### src/rtl/seg_cfg_bank.sv
// -----------------------------------------------------------------------------
// seg_cfg_bank
//
// Segment configuration bank for the modulation / STM sequencers. Each channel
// holds NUM_SEGMENTS shadow sets of (CYCLE, FREQ_DIV, REP). The controller
// register decode path writes these sets. A control write selects one segment.
// That segment is then copied into the channel's live registers, either on the
// next cycle (immediate) or after the next SYNC_TICK (deferred). Each channel
// counts LOOP_END pulses against its live REP and raises STOPPED once the
// repetitions are used up.
//
// Optional feature macro: SEG_CFG_READBACK_EN
//   defined   : DOUT returns the addressed shadow field (or channel status for
//               field 7). DOUT has one cycle of latency from RD_ADDR.
//   undefined : DOUT is tied to zero and RD_ADDR is ignored.
//
// Ports
//   CLK         system clock
//   RST_N       asynchronous active-low reset
//   WE          write strobe, one word per cycle
//   ADDR[7:0]   {ch[1:0], seg[2:0], field[2:0]} write address
//   DIN[15:0]   write data
//   RD_ADDR     readback address, same layout as ADDR
//   DOUT        readback data
//   SYNC_TICK   one-cycle pulse that releases deferred commits
//   LOOP_END    per channel: one full pass of the active segment finished
//   CYCLE       live cycle, NUM_CHANNELS x CYCLE_WIDTH
//   FREQ_DIV    live frequency divider, NUM_CHANNELS x 32
//   REP         live repetition count, NUM_CHANNELS x 32
//   ACTIVE_SEG  live segment index, NUM_CHANNELS x 3
//   UPDATE      per channel: one-cycle strobe while a commit is applied
//   PENDING     per channel: deferred commit waiting for SYNC_TICK
//   STOPPED     per channel: repetitions exhausted
//
// Field map: 0 CYCLE, 1 FREQ_DIV[15:0], 2 FREQ_DIV[31:16], 3 REP[15:0],
//            4 REP[31:16], 7 CTL (DIN[2:0] segment, DIN[8] immediate).
// -----------------------------------------------------------------------------
module seg_cfg_bank #(
    parameter int NUM_CHANNELS = 2,
    parameter int NUM_SEGMENTS = 2,
    parameter int CYCLE_WIDTH  = 16
) (
    input  logic                                CLK,
    input  logic                                RST_N,
    input  logic                                WE,
    input  logic [7:0]                          ADDR,
    input  logic [15:0]                         DIN,
    input  logic [7:0]                          RD_ADDR,
    output logic [15:0]                         DOUT,
    input  logic                                SYNC_TICK,
    input  logic [NUM_CHANNELS-1:0]             LOOP_END,
    output logic [NUM_CHANNELS*CYCLE_WIDTH-1:0] CYCLE,
    output logic [NUM_CHANNELS*32-1:0]          FREQ_DIV,
    output logic [NUM_CHANNELS*32-1:0]          REP,
    output logic [NUM_CHANNELS*3-1:0]           ACTIVE_SEG,
    output logic [NUM_CHANNELS-1:0]             UPDATE,
    output logic [NUM_CHANNELS-1:0]             PENDING,
    output logic [NUM_CHANNELS-1:0]             STOPPED
);

    typedef enum logic [1:0] {
        ST_IDLE  = 2'd0,
        ST_WAIT  = 2'd1,
        ST_APPLY = 2'd2
    } state_t;

    // ---------------------------------------------------------------- decode
    logic [1:0] wr_ch;
    logic [2:0] wr_seg;
    logic [2:0] wr_fld;
    logic       wr_ch_ok;
    logic       wr_seg_ok;
    logic       ctl_wr;

    assign wr_ch     = ADDR[7:6];
    assign wr_seg    = ADDR[5:3];
    assign wr_fld    = ADDR[2:0];
    assign wr_ch_ok  = (32'(wr_ch) < NUM_CHANNELS);
    assign wr_seg_ok = (32'(wr_seg) < NUM_SEGMENTS);
    // A control write ignores the segment bits of ADDR. It is dropped when the
    // requested segment does not exist.
    assign ctl_wr    = WE && (wr_fld == 3'd7) && wr_ch_ok
                       && (32'(DIN[2:0]) < NUM_SEGMENTS);

    // ------------------------------------------------------- shadow storage
    // The arrays are sized to the full 2-bit / 3-bit address space so the
    // address fields can index them directly. Out-of-range entries are never
    // written, so they stay at their reset value of zero.
    logic [CYCLE_WIDTH-1:0] sh_cycle_q [4][8];
    logic [CYCLE_WIDTH-1:0] sh_cycle_d [4][8];
    logic [31:0]            sh_freq_q  [4][8];
    logic [31:0]            sh_freq_d  [4][8];
    logic [31:0]            sh_rep_q   [4][8];
    logic [31:0]            sh_rep_d   [4][8];

    always_comb begin
        sh_cycle_d = sh_cycle_q;
        sh_freq_d  = sh_freq_q;
        sh_rep_d   = sh_rep_q;
        if (WE && wr_ch_ok && wr_seg_ok) begin
            case (wr_fld)
                3'd0:    sh_cycle_d[wr_ch][wr_seg]       = DIN[CYCLE_WIDTH-1:0];
                3'd1:    sh_freq_d[wr_ch][wr_seg][15:0]  = DIN;
                3'd2:    sh_freq_d[wr_ch][wr_seg][31:16] = DIN;
                3'd3:    sh_rep_d[wr_ch][wr_seg][15:0]   = DIN;
                3'd4:    sh_rep_d[wr_ch][wr_seg][31:16]  = DIN;
                default: ;
            endcase
        end
    end

    always_ff @(posedge CLK or negedge RST_N) begin
        if (!RST_N) begin
            for (int c = 0; c < 4; c++) begin
                for (int s = 0; s < 8; s++) begin
                    sh_cycle_q[c][s] <= '0;
                    sh_freq_q[c][s]  <= '0;
                    sh_rep_q[c][s]   <= '0;
                end
            end
        end else begin
            sh_cycle_q <= sh_cycle_d;
            sh_freq_q  <= sh_freq_d;
            sh_rep_q   <= sh_rep_d;
        end
    end

    // ---------------------------------------------------- per-channel logic
    genvar gi;
    generate
        for (gi = 0; gi < NUM_CHANNELS; gi++) begin : g_ch
            state_t                 state_q, state_d;
            logic [2:0]             req_q, req_d;
            logic [2:0]             seg_q, seg_d;
            logic [CYCLE_WIDTH-1:0] cyc_q, cyc_d;
            logic [31:0]            freq_q, freq_d;
            logic [31:0]            rep_q, rep_d;
            logic [31:0]            cnt_q, cnt_d;
            logic                   stopped_q, stopped_d;
            logic                   ctl_hit;

            assign ctl_hit = ctl_wr && (wr_ch == 2'(gi));

            // Commit sequencing. A control write in APPLY is treated the same
            // as one in IDLE. A control write in WAIT only replaces the request.
            always_comb begin
                state_d = state_q;
                req_d   = req_q;
                case (state_q)
                    ST_IDLE, ST_APPLY: begin
                        if (ctl_hit) begin
                            req_d   = DIN[2:0];
                            state_d = DIN[8] ? ST_APPLY : ST_WAIT;
                        end else begin
                            state_d = ST_IDLE;
                        end
                    end
                    ST_WAIT: begin
                        if (ctl_hit) begin
                            req_d = DIN[2:0];
                        end else if (SYNC_TICK) begin
                            state_d = ST_APPLY;
                        end
                    end
                    default: state_d = ST_IDLE;
                endcase
            end

            // Live copy and repetition tracking.
            always_comb begin
                cyc_d     = cyc_q;
                freq_d    = freq_q;
                rep_d     = rep_q;
                seg_d     = seg_q;
                cnt_d     = cnt_q;
                stopped_d = stopped_q;
                if (state_q == ST_APPLY) begin
                    cyc_d     = sh_cycle_q[gi][req_q];
                    freq_d    = sh_freq_q[gi][req_q];
                    rep_d     = sh_rep_q[gi][req_q];
                    seg_d     = req_q;
                    cnt_d     = '0;
                    stopped_d = 1'b0;
                end else if (LOOP_END[gi] && !stopped_q
                             && (rep_q != 32'hFFFF_FFFF)) begin
                    cnt_d = cnt_q + 32'd1;
                    // The count reaching REP+1 means it was equal to REP before
                    // this increment. This check avoids a 33-bit compare.
                    if (cnt_q == rep_q) begin
                        stopped_d = 1'b1;
                    end
                end
            end

            always_ff @(posedge CLK or negedge RST_N) begin
                if (!RST_N) begin
                    state_q   <= ST_IDLE;
                    req_q     <= '0;
                    seg_q     <= '0;
                    cyc_q     <= '0;
                    freq_q    <= '0;
                    rep_q     <= '0;
                    cnt_q     <= '0;
                    stopped_q <= 1'b0;
                end else begin
                    state_q   <= state_d;
                    req_q     <= req_d;
                    seg_q     <= seg_d;
                    cyc_q     <= cyc_d;
                    freq_q    <= freq_d;
                    rep_q     <= rep_d;
                    cnt_q     <= cnt_d;
                    stopped_q <= stopped_d;
                end
            end

            assign CYCLE[gi*CYCLE_WIDTH +: CYCLE_WIDTH] = cyc_q;
            assign FREQ_DIV[gi*32 +: 32]                = freq_q;
            assign REP[gi*32 +: 32]                     = rep_q;
            assign ACTIVE_SEG[gi*3 +: 3]                = seg_q;
            assign UPDATE[gi]                           = (state_q == ST_APPLY);
            assign PENDING[gi]                          = (state_q == ST_WAIT);
            assign STOPPED[gi]                          = stopped_q;
        end
    endgenerate

    // ------------------------------------------------------------- readback
`ifdef SEG_CFG_READBACK_EN
    logic [1:0]  rd_ch;
    logic [2:0]  rd_seg;
    logic [2:0]  rd_fld;
    logic [15:0] dout_q, dout_d;

    assign rd_ch  = RD_ADDR[7:6];
    assign rd_seg = RD_ADDR[5:3];
    assign rd_fld = RD_ADDR[2:0];

    always_comb begin
        dout_d = '0;
        if (32'(rd_ch) < NUM_CHANNELS) begin
            if (rd_fld == 3'd7) begin
                // Status word. The segment bits of RD_ADDR are ignored, as
                // they are for control writes.
                for (int c = 0; c < NUM_CHANNELS; c++) begin
                    if (rd_ch == 2'(c)) begin
                        dout_d = {7'b0, PENDING[c], 5'b0, ACTIVE_SEG[c*3 +: 3]};
                    end
                end
            end else if (32'(rd_seg) < NUM_SEGMENTS) begin
                case (rd_fld)
                    3'd0:    dout_d = 16'(sh_cycle_q[rd_ch][rd_seg]);
                    3'd1:    dout_d = sh_freq_q[rd_ch][rd_seg][15:0];
                    3'd2:    dout_d = sh_freq_q[rd_ch][rd_seg][31:16];
                    3'd3:    dout_d = sh_rep_q[rd_ch][rd_seg][15:0];
                    3'd4:    dout_d = sh_rep_q[rd_ch][rd_seg][31:16];
                    default: dout_d = '0;
                endcase
            end
        end
    end

    always_ff @(posedge CLK or negedge RST_N) begin
        if (!RST_N) begin
            dout_q <= '0;
        end else begin
            dout_q <= dout_d;
        end
    end

    assign DOUT = dout_q;
`else
    logic rd_addr_unused;
    assign rd_addr_unused = ^RD_ADDR;
    assign DOUT           = '0;
`endif

endmodule

### config.mk
export PLATFORM = sky130hd
export DESIGN_NAME = seg_cfg_bank
export DESIGN_NICKNAME = d
export VERILOG_FILES = /design/src/rtl/seg_cfg_bank.sv
export SDC_FILE = /design/constraint.sdc
export NUM_CORES = 2
export LEC_CHECK = 0
export ABC_AREA = 0
export CORE_UTILIZATION = 45
export DETAILED_ROUTE_END_ITERATION = 8
export GPL_TIMING_DRIVEN = 0
export PLACE_DENSITY = 0.6
export SLEW_MARGIN = 10
export SYNTH_ARGS = -nofsm -noshare
export SYNTH_HDL_FRONTEND = slang
export SYNTH_SLANG_ARGS = --single-unit
### constraint.sdc
create_clock -name CLK -period 3.63 [get_ports CLK]
set_input_delay 0.726 -clock CLK [delete_from_list [all_inputs] [get_ports CLK]]
set_output_delay 0.726 -clock CLK [all_outputs]
set_load 0.02 [all_outputs]
Word-level counts from Yosys, hierarchy flattened
Cells that the tools add are included.
Word-level totals
  input port bits: 38
  logic and storage cells: 238
  flip-flop bits (word level): 2802
  output and inout bits: 188
Operators by class
  add/subtract/negate cells: 2
  equality and inequality tests: 18
  multiplexer cells: 55
  reduce and logical (&&, ||, !) cells: 38
  order comparisons: 9
  bitwise gates (word level): 4
Operators with widths (number)
  $bwmux 1024: 4
  $pmux 1024 s2: 2
  $demux 256 s2: 2
  $bwmux 512: 1
  $mux 256: 2
  $mux 32: 13
  $bmux 32 s3: 4
  $demux 128 s2: 1
  $demux 32 s3: 2
  $mux 128: 1
  $bmux 16 s3: 2
  $mux 16: 6
  $add 32x1->32 const B: 2
  $eq 32x32->1: 2
  $ne 32x32->1 const B: 2
  $demux 16 s3: 1
  $reduce_and 2->1: 9
  $logic_and 1x1->1: 13
  $ge 4x4->1 const B: 3
  $mux 2: 6
  $not 3->4: 3
  $reduce_bool 2->1: 6
  $ne 2x2->1 const B: 4
  $pmux 2 s2: 2
  17 further kinds: 33

Depth between registers and ports, before layout
  depth after elaboration: 9
  depth in mapped cells: 7
  gate-level depth less buffers: 6

Worst setup path before layout
Ideal clock, no wire load.
  path kind: input to register
  start point: input ADDR[4]
  end point: register sh_freq_q[712] (netlist name)
  arrival: 2.321 ns
  setup slack: 1.184 ns
  setup time: 0.125 ns
  path buffers: 1
  stages on the path: 6
  data required time: 3.505 ns
  path through: or3_4 nor3b_4 nand3b_1 nor2_4 buf_4 mux2_2
Between the ends
  cells in the longest elaborated chain, start to end: 9
  elaborated cells between the ends (all ways): 17
  those cells by class: order compare: 3; mux: 10; bitwise: 1; reduce/logical: 3
RTL lines
  from (decl): line 46  | input logic [7:0] ADDR,
  $not 3->4 (implied by the code): line 103, 104
  $ge 4x4->1 (implied by the code) / $lt 4x1->1 (equally long branches): line 103  | 3'd1: sh_freq_d[wr_ch][wr_seg][15:0] = DIN;
  $logic_and 1x1->1 (implied by the code): line 103
  $mux 16 (implied by the code): line 103
  $demux 32 s3: line 103
  $mux 256 (implied by the code): line 103
  $demux 256 s2: line 103
  $bwmux 1024: line 103
  $pmux 1024 s2: line 101  | case (wr_fld)
  to (signal assigned): line 123  | sh_freq_q <= sh_freq_d;
  to (decl): line 91  | logic [31:0] sh_freq_q [4][8];
Several ways; a longest one is shown, not always the timed one.
A chain may end at the register's enable or synchronous reset.

Final worst setup path
  start point: register g_ch[0].req_q[1]
  end point: register g_ch[0].cyc_q[9]
Between the ends
  cells in the longest elaborated chain, start to end: 4
RTL lines
  from (decl): line 133  | logic [2:0] req_q, req_d;
  from (signal assigned): line 207  | req_q <= req_d;
  $not 3->4 (implied by the code): line 178  | cyc_d = sh_cycle_q[gi][req_q];
  $bmux 16 s3: line 178
  $mux 16 (implied by the code) (2 in a row): line 178
  to (signal assigned): line 209  | cyc_q <= cyc_d;
  to (decl): line 135  | logic [CYCLE_WIDTH-1:0] cyc_q, cyc_d;
No other way between the ends. The select of a mux whose other input is x is not followed.

==> implementation parameters <==
Parameter                              Value

Timing
  Worst rel slew slack    13.1%
  Time the worst path needs with I/O delays and setup    3.56 ns
  Final cycle utilization of the critical path    98.0%
  Worst clock skew    0.0190 ns
  Setup slack after layout    0.0714 ns
  Slew at the pin with the worst max-slew slack    1.30 ns
  Tightest hold margin    0.448 ns
  Setup repair after global routing missed its margin    false
  Final Hold Vio Count    0
  Max Transition Viols Final    0
  Maximum clock frequency    281 MHz
  Final-report setup violation count    0

Drt
  Via density per instance    5.03
  Number of design-rule violations left by the first detailed-router iteration    2091
  ANT nets after route    0
  # DRC    0
  Number of detailed-route iterations in the first pass    5
  Average wire length per cell after detail routing    20.9 µm
  Total length of routed wires    137000 µm
  Total via count in the routed design    33080

Global route
  Via count of the first global-routing pass    34814
  All-layer global routing usage    21.2%
  Number of antenna violations at the first check in global routing    16
  GRT overflow    0
  Largest net degree at the start of global routing    165
  First-pass GRT wire length    215000 µm

Clock network
  Clock latency of the later-clocked register in the worst-skew pair    0.78 ns
  H-tree depth    4
  Clock slew at reported path FFs    0.06 ns
  Cell chosen for the clock root    clkbuf_16
  Number of buffers created by CTS    157
  Max Buffers Root-to-Sink    3
  Clock tree from TritonCTS    done
  Number of sinks on the clock net    1522

Yosys
  Post-synthesis cell area    59900 µm²
  Share of synthesized area occupied by flip-flops and latches    63.5%
  Post-Synthesis Cells    4336
  Syn Area/Cell    13.8 µm²
  Distinct cell type count of the synthesized netlist    56
  Flip-flop and latch count after synthesis    1522
  Count of yosys warnings during synthesis    0

Cells and area
  Util after Layout    52.7%
  Finished layout cell area    69400 µm²
  Number of filler instances in the final layout    11097
  Leading cell type in the layout, fill and taps excluded    dfrtp_1
  Commonest non-fill, non-tap cells in the layout    dfrtp_1 (1522), clkbuf_1 (1105), mux4_2 (320), mux2_2 (298), nand2_1 (230)
  Share of cells above drive strength 1    20.5%
  Area grow syn2layout    15.8%
  Number of nets in the final layout    4742

Hold path
  Start point of the worst hold path    sh_freq_q[573]
  Worst hold path class    flop to flop

Outcome
  Run status    finished clean

Placed design
  Global placement routability congestion    0.834
  IO buf count    187
  Pre-CTS WS    -0.663 ns
  Instance area after placement    64400 µm²
  Final HPWL from detailed placement    93700 µm

Die
  Width of the chip    367 µm
  Starting Density    45.5%
  Chip Height    367 µm
  Core region area    132000 µm²
  Die Outline Area    135000 µm²
  IO Pins    226
  FP Rows    133

Critical path
  Worst Setup SP    g_ch[0].req_q[1]
  Element type at the critical path start    flop
  Critical path class    flop to flop
  Data arrival time of the worst path    4.17 ns
  Max FO, Critical Path    10
  Critical Path Max Stage Delay    0.84 ns
  Critical path data required time    4.24 ns
  Number of buffer and inverter instances along the worst setup path    2
  Critical Path Sink Type    flop
  Cell type of the slowest stage on the worst timing path    clkdlybuf4s15_1
  Cell family with most CP delay    buffers and inverters
  Worst path cell trace    clkbuf_1 > clkdlybuf4s15_1 > mux4_2 > mux2i_1 > o21ai_0
  Startpoint of the worst-slack reg-to-reg timing path    g_ch[0].req_q[1]

Power
  VDD IR-drop max    0.507 mV
  Leakage power of the design    0.0313 µW
  Final total power    34700 µW
  Power per Cell Area    500 nW/µm²

Run
  Max-cap violations    0
-- final cells by class --
type / instances / area, µm² / share of cell area, %
plain buffers: 1187 / 4660 / 6.71
repair buffers: 199 / 2180 / 3.14
diodes: 2 / 5.00 / 0.00721
clock buffers: 224 / 4470 / 6.44
multi-input cells: 1623 / 17200 / 24.8
well taps: 1755 / 2200 / 3.16
clock inverters: 50 / 587 / 0.845
flip-flops and latches: 1522 / 38100 / 54.9
inverters: 12 / 53.8 / 0.0775
-- cell usage after synthesis (all sizes together) --
cell type / n / share of area, %
a2111o: 1 / 0.019
a2111oi: 17 / 0.32
a211oi: 12 / 0.16
a21o: 3 / 0.038
a21oi: 19 / 0.16
a31o: 10 / 0.15
a31oi: 9 / 0.094
a32o: 1 / 0.017
a41o: 9 / 0.15
and2: 7 / 0.073
and3: 12 / 0.13
and4: 10 / 0.15
buf: 118 / 1.1
clkbuf: 1076 / 6.7
clkinv: 1 / 0.0063
conb: 1 / 0.0063
dfrtp: 1522 / 64
ha: 2 / 0.042
inv: 11 / 0.069
mux2: 322 / 6.1
mux2i: 169 / 2.8
mux4: 320 / 12
nand2: 232 / 1.5
nand2b: 14 / 0.16
nand3: 20 / 0.19
nand3b: 5 / 0.063
nand4: 50 / 0.52
nor2: 62 / 0.48
nor2b: 5 / 0.052
nor3: 8 / 0.084
nor3b: 3 / 0.056
nor4: 12 / 0.17
o21ai: 168 / 1.4
o31ai: 2 / 0.025
or3: 9 / 0.10
or4: 1 / 0.013
xnor2: 63 / 0.92
xor2: 30 / 0.44
-- kinds of logic (layout without fill, tap and decap cells) --
group,count (synthesis),in the layout,share of synthesized area (%)
DFF,1522,1522,63.5
buffers and inverters,1206,1672,7.87
muxes,811,811,21.0
and+or+nand+nor,450,450,3.69
AOI/OAI and AO/OA,251,251,2.53
xor gates and xnor gates,93,93,1.36
adders and majority gates,2,2,0.0417
other,1,18,0.00626
-- path summary, 6_finish.rpt --
check,endpoint,slack [ns],cells after the start
setup / recovery,g_ch[0].cyc_q[9],0.07,5
hold / removal,sh_freq_q[573],0.45,1
setup reg to reg,g_ch[0].cyc_q[9],0.07,5
hold reg to reg,sh_freq_q[573],0.45,1
max in group asynchronous,g_ch[1].cyc_q[4],0.46,6
min in group asynchronous,sh_freq_q[782],0.47,2
-- power by group --
part           leakage [µW]  internal [µW]  switching (µW)
Clock               0.00248           9000            6760
Sequential           0.0211          17100             255
Combinational       0.00769            568            1000
-- state kept, by name (all words and copies together), names as in the netlist, 4 cells and up --
register and flops:
g_ch.rep_q 64, g_ch.cyc_q 32, g_ch.freq_q 64, sh_freq_q 512, g_ch.req_q 6, g_ch.cnt_q 64
g_ch.state_q 4, g_ch.seg_q 6, sh_rep_q 512, sh_cycle_q 256
-- worst reg2reg max path: cells and delay by family, from the launching register on --
family	cells	cell delay, ns
compound gates	1	0.16
buf+inv	2	1.45
flops	1	0.83
mux	2	0.97
-- what timing repair did --
item                                    in CTS  in global routing
gates resized for setup                      9                  0
hold buffers                                 1                  0
endpoints found under the hold margin       65                  0
endpoints found under the setup margin      47                  2
buffers inserted                             1                  0
-- routing by layer --
| metal | vias up | GRT usage, % | wire (µm) |
|---|---|---|---|
| li1 | 14843 | - | - |
| met1 | 17432 | 31.7 | 65300 |
| met2 | 581 | 31.5 | 62400 |
| met3 | 208 | 4.39 | 6730 |
| met4 | 16 | 5.57 | 2960 |
| met5 | - | 0 | 102 |
-- through the flow --
step / TNS, ns / instances
final: 0 / 6574
after detailed placement: -11.98 / 6303
after CTS: 0 / 6573
after global placement: - / 6293
after floorplan: 0 / 4351
after global routing: 0 / 6572
(Power assumes the default switching activity.)
